## config.mk

```make
export PLATFORM = sky130hd
export DESIGN_NAME = axis_sample_fifo
export DESIGN_NICKNAME = d
export VERILOG_FILES = /design/src/rtl/axis_sample_fifo.sv
export SDC_FILE = /design/constraint.sdc
export NUM_CORES = 1
export LEC_CHECK = 0
export CORE_ASPECT_RATIO = 1.4
export CORE_MARGIN = 3
export CORE_UTILIZATION = 55
export DETAILED_ROUTE_END_ITERATION = 10
export PLACE_DENSITY = 0.81
export SYNTH_ARGS = -nofsm -noshare
export SYNTH_HDL_FRONTEND = slang
export SYNTH_SLANG_ARGS = --single-unit
```

## constraint.sdc

```tcl
create_clock -name wb_clk_i -period 5.94 [get_ports wb_clk_i]
set_clock_uncertainty 0.05 [all_clocks]
set_input_delay 0.891 -clock wb_clk_i [delete_from_list [all_inputs] [get_ports wb_clk_i]]
set_output_delay 0.891 -clock wb_clk_i [all_outputs]
set_load 0.005 [all_outputs]
```

## src/rtl/axis_sample_fifo.sv

```systemverilog
// axis_sample_fifo: first-word-fall-through AXI-Stream sample buffer between the Wishbone stream-write path and the FIR ss_* input
//   wb_clk_i, wb_rst_i          : clock, synchronous active-high reset
//   flush                       : synchronous clear of contents (pointers, count, last_seen)
//   s_tvalid/s_tdata/s_tlast    : upstream beat, accepted when s_tready
//   m_tvalid/m_tdata/m_tlast    : head entry, popped when m_tready
//   level, empty, full          : occupancy from the registered count
//   almost_full                 : level >= HI_WATER
//   last_seen                   : sticky, a tlast entry was popped since reset/flush
module axis_sample_fifo #(
    parameter int DATA_WIDTH = 32,
    parameter int DEPTH      = 8,
    parameter int HI_WATER   = 6,
    localparam int AW        = $clog2(DEPTH)
) (
    input  logic                  wb_clk_i,
    input  logic                  wb_rst_i,
    input  logic                  flush,
    input  logic                  s_tvalid,
    input  logic [DATA_WIDTH-1:0] s_tdata,
    input  logic                  s_tlast,
    output logic                  s_tready,
    output logic                  m_tvalid,
    output logic [DATA_WIDTH-1:0] m_tdata,
    output logic                  m_tlast,
    input  logic                  m_tready,
    output logic [AW:0]           level,
    output logic                  empty,
    output logic                  full,
    output logic                  almost_full,
    output logic                  last_seen
);
    localparam logic [AW:0] FULL_LVL = (AW+1)'(DEPTH);
    localparam logic [AW:0] HI_LVL   = (AW+1)'(HI_WATER);

    logic [DATA_WIDTH:0] mem [DEPTH];
    logic [AW-1:0]       wr_ptr;
    logic [AW-1:0]       rd_ptr;
    logic [AW:0]         count;
    logic                push;
    logic                pop;

    assign level       = count;
    assign empty       = count == '0;
    assign full        = count == FULL_LVL;
    assign almost_full = count >= HI_LVL;
    // No full-bypass: a pop in the full cycle does not free a slot until the next edge.
    assign s_tready    = !full && !wb_rst_i && !flush;
    assign m_tvalid    = !empty;
    assign {m_tlast, m_tdata} = mem[rd_ptr];
    assign push        = s_tvalid && s_tready;
    assign pop         = m_tvalid && m_tready;

    // Storage is never cleared; s_tready already blocks writes during reset/flush.
    always_ff @(posedge wb_clk_i) begin
        if (push)
            mem[wr_ptr] <= {s_tlast, s_tdata};
    end

    // Flush shares the reset path and overrides any pop handshake in the same cycle.
    always_ff @(posedge wb_clk_i) begin
        if (wb_rst_i || flush) begin
            wr_ptr    <= '0;
            rd_ptr    <= '0;
            count     <= '0;
            last_seen <= 1'b0;
        end else begin
            if (push)
                wr_ptr <= wr_ptr + 1'b1;
            if (pop)
                rd_ptr <= rd_ptr + 1'b1;
            if (pop && m_tlast)
                last_seen <= 1'b1;
            count <= count + (AW+1)'(push) - (AW+1)'(pop);
        end
    end

    a_no_overflow: assert property (@(posedge wb_clk_i) disable iff (wb_rst_i || flush)
        !(push && count == FULL_LVL));
    a_no_underflow: assert property (@(posedge wb_clk_i) disable iff (wb_rst_i || flush)
        !(pop && count == '0));
endmodule

```

==> results.sh, run 1 <==
export IMPL_p_int_uw=3320
export IMPL_p_total_uw=4160
export IMPL_synth_ff_type="edfxtp_1"
export IMPL_worst_slew_pin_transition_ns=1.20
export IMPL_finalSetupViolCount=0
export IMPL_wl_per_cell_um=24.3
export IMPL_cts_tree="done"
export IMPL_hold_buffers=0
export IMPL_syn_inst=468
export IMPL_die_h_um=171
export IMPL_p_leak_uw=0.00400
export IMPL_power_frac_comb=0.089
export IMPL_peakVddDrop_v=0.000196
export IMPL_route_detailed_drc=0
export IMPL_power_per_cell_area_nw_per_um2=328
export IMPL_swShare=0.200
export IMPL_relSlewSlack=0.199
export IMPL_grt_max_degree=46
export IMPL_seq_area_frac_synth=0.764
export IMPL_multi_input_area_sq_um=2400
export IMPL_clockRootBuffer="clkbuf_16"
export IMPL_gr_usage_all_layers=0.201
export IMPL_fmax_ghz=0.238
export IMPL_syn_area_sq_um=10700
export IMPL_grt_pass1_wl_mm=31.5
export IMPL_clk_pin_slew_ns=0.07
export IMPL_clockBufferDepth=3
export IMPL_critPathLaunchType="flop"
export IMPL_numCtsBuffers=24
export IMPL_fill_cells=1199
export IMPL_initial_utilization=0.568
export IMPL_crit_family="flip-flops"
export IMPL_synth_seq_cells=278
export IMPL_postRouteAntennaNets=0
export IMPL_max_cap_violations=0
export IMPL_grt_pass1_vias=5438
export IMPL_vias_per_cell=5.98
export IMPL_drtIter0Drc=482
export IMPL_register_area_sq_um=8210
export IMPL_syn_area_per_cell_sq_um=22.9
export IMPL_cts_resized=0
export IMPL_cp_slowest_cell="dfxtp_2"
export IMPL_clkSinkCount=278
export IMPL_critPathKind="reg -> out"
export IMPL_totalWireLength_mm=20.1
export IMPL_drv_slew=0
export IMPL_syn_nets=516
export IMPL_mostFrequentLayoutCells="264 x edfxtp_1, 80 x clkdlybuf4s50_1, 59 x mux4_2"
export IMPL_critPathMaxFanout=45
export IMPL_ys_warn_count=0
export IMPL_grt_ovfl_total=0
export IMPL_diodes=0
export IMPL_fin_nets=614
export IMPL_dieArea_sq_um=21300
export IMPL_pwr_share_seq=0.524
export IMPL_hp_class="reg -> reg"
export IMPL_fp_dieW_um=124
export IMPL_p_clk_frac=0.388
export IMPL_drive_gt1_frac=0.265
export IMPL_core_area_sq_um=18900
export IMPL_status="complete, no violations"
export IMPL_period_needed_ns=4.20
export IMPL_setup_tns_ns=0
export IMPL_switchingPower_uw=832
export IMPL_drt_pass1_iter_count=4
export IMPL_pin_count=81
export IMPL_worstPathCellList="buf_4 -> mux4_2 -> mux2_4 -> clkdlybuf4s50_1"
export IMPL_globalplace_congestion=0.749
export IMPL_rsz0062_at_grt="no"
export IMPL_slowest_delay_ns=1.13
export IMPL_synth_edf_count=264
export IMPL_cp_required_ns=5.00
export IMPL_post_route_period_util=0.707
export IMPL_yosysUniqueCellTypes=32
export IMPL_finalHoldViolCount=0
export IMPL_worst_path_buf_inv=2
export IMPL_final_common_cell="edfxtp_1"
export IMPL_antenna_found_initial=0
export IMPL_htree_levels=1
export IMPL_numPortBuffers=80
export IMPL_cp_data_arrival_time_ns=3.26
export IMPL_post_cts_buffers=0
export IMPL_rows=59
export IMPL_dp_hpwl_mm=11.5
export IMPL_vias=4952
export IMPL_area_growth_synth_to_final_pct=18.2
export IMPL_async_flop_share=0
export IMPL_endpoint_kind="output port"
export IMPL_hold_slack_ns=0.408
export IMPL_clkLatencyLatePin_ns=0.51
==> sequential cells by signal, summed over array words and instances, names as in the netlist, named ones only <==
name       flops
mem          264
level          4
rd_ptr         3
wr_ptr         3
last_seen      1
==> routing by layer <==
| layer | track usage | up-vias | wire length, um |
|---|---|---|---|
| met3 | 0.0329 | 25 | 1020 |
| met2 | 0.351 | 165 | 11100 |
| met5 | 0 | - | 0 |
| li1 | - | 2129 | - |
| met4 | 0.0629 | 0 | 402 |
| met1 | 0.259 | 2633 | 7610 |
==> area by class of cell <==
cell class | instances | area share
Sequential cell | 278 | 0.647
Multi-Input combinational cell | 158 | 0.189
Timing Repair Buffer | 93 | 0.0708
Clock buffer | 27 | 0.0499
Tap cell | 244 | 0.0241
Clock inverter | 17 | 0.0158
Inverter | 11 | 0.00325
==> power by group through the flow <==
stage / clock, uW / sequential [uW] / combinational [uW]
2_1_floorplan: 0 / 2220 / 214
3_3_place_gp: 0 / 2220 / 356
3_5_place_dp: 0 / 2220 / 370
4_1_cts: 1640 / 2180 / 375
5_1_grt: 1710 / 2180 / 403
6_report: 1610 / 2180 / 369
==> final timing paths <==
path	depth (start not counted)	slack (ns)	from	end
max reg2reg	6	3.11	level[2]$_SDFF_PP0_	mem[5][21]$_DFFE_PP_
min	2	0.41	last_seen$_SDFFE_PP0P_	last_seen$_SDFFE_PP0P_
min reg2reg	2	0.41	last_seen$_SDFFE_PP0P_	last_seen$_SDFFE_PP0P_
max	4	1.74	flop	m_tdata[13]
==> stage by stage <==
| step | util | cells | setup slack, ns | area, sq um |
|---|---|---|---|---|
| final | 0.671 | 828 | 1.74 | 12700 |
| after global routing | 0.671 | 828 | 1.58 | 12700 |
| after CTS | 0.671 | 828 | 1.67 | 12700 |
| after detailed placement | 0.627 | 784 | 2.23 | 11900 |
| after global placement | 0.627 | 784 | 2.31 | 11900 |
| after floorplan | - | 468 | 0.729 | 10700 |
==> cells in the mapped netlist (all sizes together), types with 2 or more instances <==
master | count | area, sq um
a21oi | 2 | 10.0
buf | 10 | 101
clkbuf | 11 | 41.3
dfxtp | 14 | 280
edfxtp | 264 | 7930
ha | 9 | 113
inv | 11 | 41.3
mux2 | 32 | 435
mux2i | 4 | 40.0
mux4 | 65 | 1490
nand2 | 6 | 22.5
nand2b | 2 | 12.5
nand3 | 5 | 25.0
nor2 | 12 | 45.0
nor3 | 4 | 20.0
o21ai | 2 | 10.0
xor2 | 4 | 35.0
==> worst reg2reg max path: cells and delay by family, from the launching register on <==
family	cells	cell delay, ns
AND/OR/NAND/NOR	4	1.70
buffers and inverters	1	0.10
flip-flops	1	0.37
adder cells (fa/ha/maj)	1	0.21
==> logic make-up after synthesis <==
group	synth area share
flip-flops	0.764
multiplexers	0.183
AND/OR/NAND/NOR	0.0156
buffers and inverters	0.0171
adder cells (fa/ha/maj)	0.0123
AO/OA/AOI/OAI	0.00396
XOR/XNOR	0.00408
Note: power is estimated with default switching activity, not from simulation.
==> inputs of run 2 (changes only) <==
Settings changed: CORE_UTILIZATION 55 to 52, PLACE_DENSITY 0.81 to 0.8.
Clock period 5.94 ns to 3.8 ns, I/O delays scaled along.
==> results.sh, run 2 (synthesized netlist as in run 1, its figures left out) <==
export IMPL_worst_slew_pin_transition_ns=0.713
export IMPL_grt_pass1_wl_mm=31.1
export IMPL_vias=4856
export IMPL_route_detailed_drc=0
export IMPL_grt_max_degree=45
export IMPL_finalSetupViolCount=0
export IMPL_globalplace_congestion=0.754
export IMPL_die_h_um=176
export IMPL_fp_dieW_um=127
export IMPL_peakVddDrop_v=0.000330
export IMPL_hp_class="reg -> reg"
export IMPL_clockRootBuffer="clkbuf_16"
export IMPL_gr_usage_all_layers=0.182
export IMPL_fmax_ghz=0.296
export IMPL_dp_hpwl_mm=12.3
export IMPL_hold_buffers=0
export IMPL_numPortBuffers=80
export IMPL_core_area_sq_um=20100
export IMPL_cp_data_arrival_time_ns=2.76
export IMPL_critPathMaxFanout=17
export IMPL_cp_required_ns=3.18
export IMPL_rows=61
export IMPL_relSlewSlack=0.524
export IMPL_drtIter0Drc=350
export IMPL_clk_pin_slew_ns=0.07
export IMPL_status="complete, no violations"
export IMPL_wl_per_cell_um=23.5
export IMPL_max_cap_violations=0
export IMPL_fin_nets=624
export IMPL_post_cts_buffers=0
export IMPL_mostFrequentLayoutCells="264 x edfxtp_1, 80 x clkdlybuf4s50_1, 59 x mux4_2"
export IMPL_clockBufferDepth=3
export IMPL_critPathKind="reg -> out"
export IMPL_multi_input_area_sq_um=2410
export IMPL_postRouteAntennaNets=0
export IMPL_register_area_sq_um=8220
export IMPL_dpl_worst_slack_ns=0.643
export IMPL_period_needed_ns=3.38
export IMPL_numCtsBuffers=25
export IMPL_drt_pass1_iter_count=4
export IMPL_fill_cells=1325
export IMPL_initial_utilization=0.535
export IMPL_post_route_period_util=0.889
export IMPL_cts_resized=0
export IMPL_htree_levels=1
export IMPL_clkSinkCount=278
export IMPL_clkLatencyLatePin_ns=0.52
export IMPL_power_per_cell_area_nw_per_um2=499
export IMPL_final_common_cell="edfxtp_1"
export IMPL_antenna_found_initial=2
export IMPL_drive_gt1_frac=0.274
export IMPL_vias_per_cell=5.73
export IMPL_largest_reg_flops=264
export IMPL_grt_pass1_vias=5390
export IMPL_min_from="last_seen$_SDFFE_PP0P_"
export IMPL_p_leak_uw=0.00404
export IMPL_reg2reg_from="level[2]$_SDFF_PP0_"
export IMPL_area_growth_synth_to_final_pct=19.0
export IMPL_cts_tree="done"
export IMPL_p_total_uw=6370
export IMPL_finalHoldViolCount=0
export IMPL_totalWireLength_mm=20.0
export IMPL_endpoint_kind="output port"
export IMPL_setup_slack_ns=0.420
export IMPL_dieArea_sq_um=22400
export IMPL_drv_slew=0
export IMPL_rsz0062_at_grt="no"
export IMPL_regMostFlops="mem"
export IMPL_pin_count=81
export IMPL_critPathLaunchType="flop"
export IMPL_grt_ovfl_total=0
run 2: changes by cell type in the layout (fill, tap and decap cells not counted), moves of 2 or more:
| cell | delta |
|---|---|
| clkinv_2 | +3 |
| clkinv_1 | +4 |
| clkinv_4 | -2 |
| buf_4 | +6 |
| clkinvlp_4 | -2 |
| buf_12 | +3 |
| bufinv_16 | -2 |
| inv_6 | +2 |
run 2: final cells by class:
type	instances	area share
Sequential cell	278	0.643
Clock buffer	26	0.0493
Inverter	11	0.00323
Clock inverter	20	0.0121
Timing Repair Buffer	102	0.0785
Tap cell	252	0.0247
Multi-Input combinational cell	158	0.189
Antenna cell	1	0.000196
run 2: layer usage:
metal | vias up | share of wire | GRT usage
li1 | 2151 | - | -
met1 | 2550 | 0.38 | 0.229
met2 | 130 | 0.55 | 0.328
met3 | 23 | 0.046 | 0.0275
met4 | 2 | 0.020 | 0.0532
met5 | - | 0.00065 | 0
run 2: through the flow:
stage	setup TNS, ns	utilization	hold slack (ns)	instances	area [sq um]
finish	0	0.636	0.413	848	12800
CTS	0	0.636	0.422	847	12800
floorplan	-20.09	-	0.392	468	10800
global route	0	0.636	0.434	848	12800
global placement	0	0.597	0.401	801	12000
detailed placement	0	0.597	0.404	801	12000
run 2: path summary, 6_finish.rpt:
| kind | end | slack (ns) | cells past startpoint |
|---|---|---|---|
| min reg2reg | last_seen$_SDFFE_PP0P_ | 0.41 | 2 |
| max reg2reg | mem[7][26]$_DFFE_PP_ | 1.22 | 7 |
| min | last_seen$_SDFFE_PP0P_ | 0.41 | 2 |
| max | m_tdata[24] | 0.42 | 4 |
run 2: report_power, final:
part / switching, uW / internal [uW] / total, uW
logic: 228 / 342 / 570
registers: 30.7 / 3380 / 3410
clock network: 1040 / 1340 / 2390
run 2: worst max-delay path, stage by stage (launching register included):
cell	delay [ns]
dfxtp_4	0.58
buf_4	0.35
mux4_1	0.58
mux2_4	0.27
clkdlybuf4s50_1	0.44
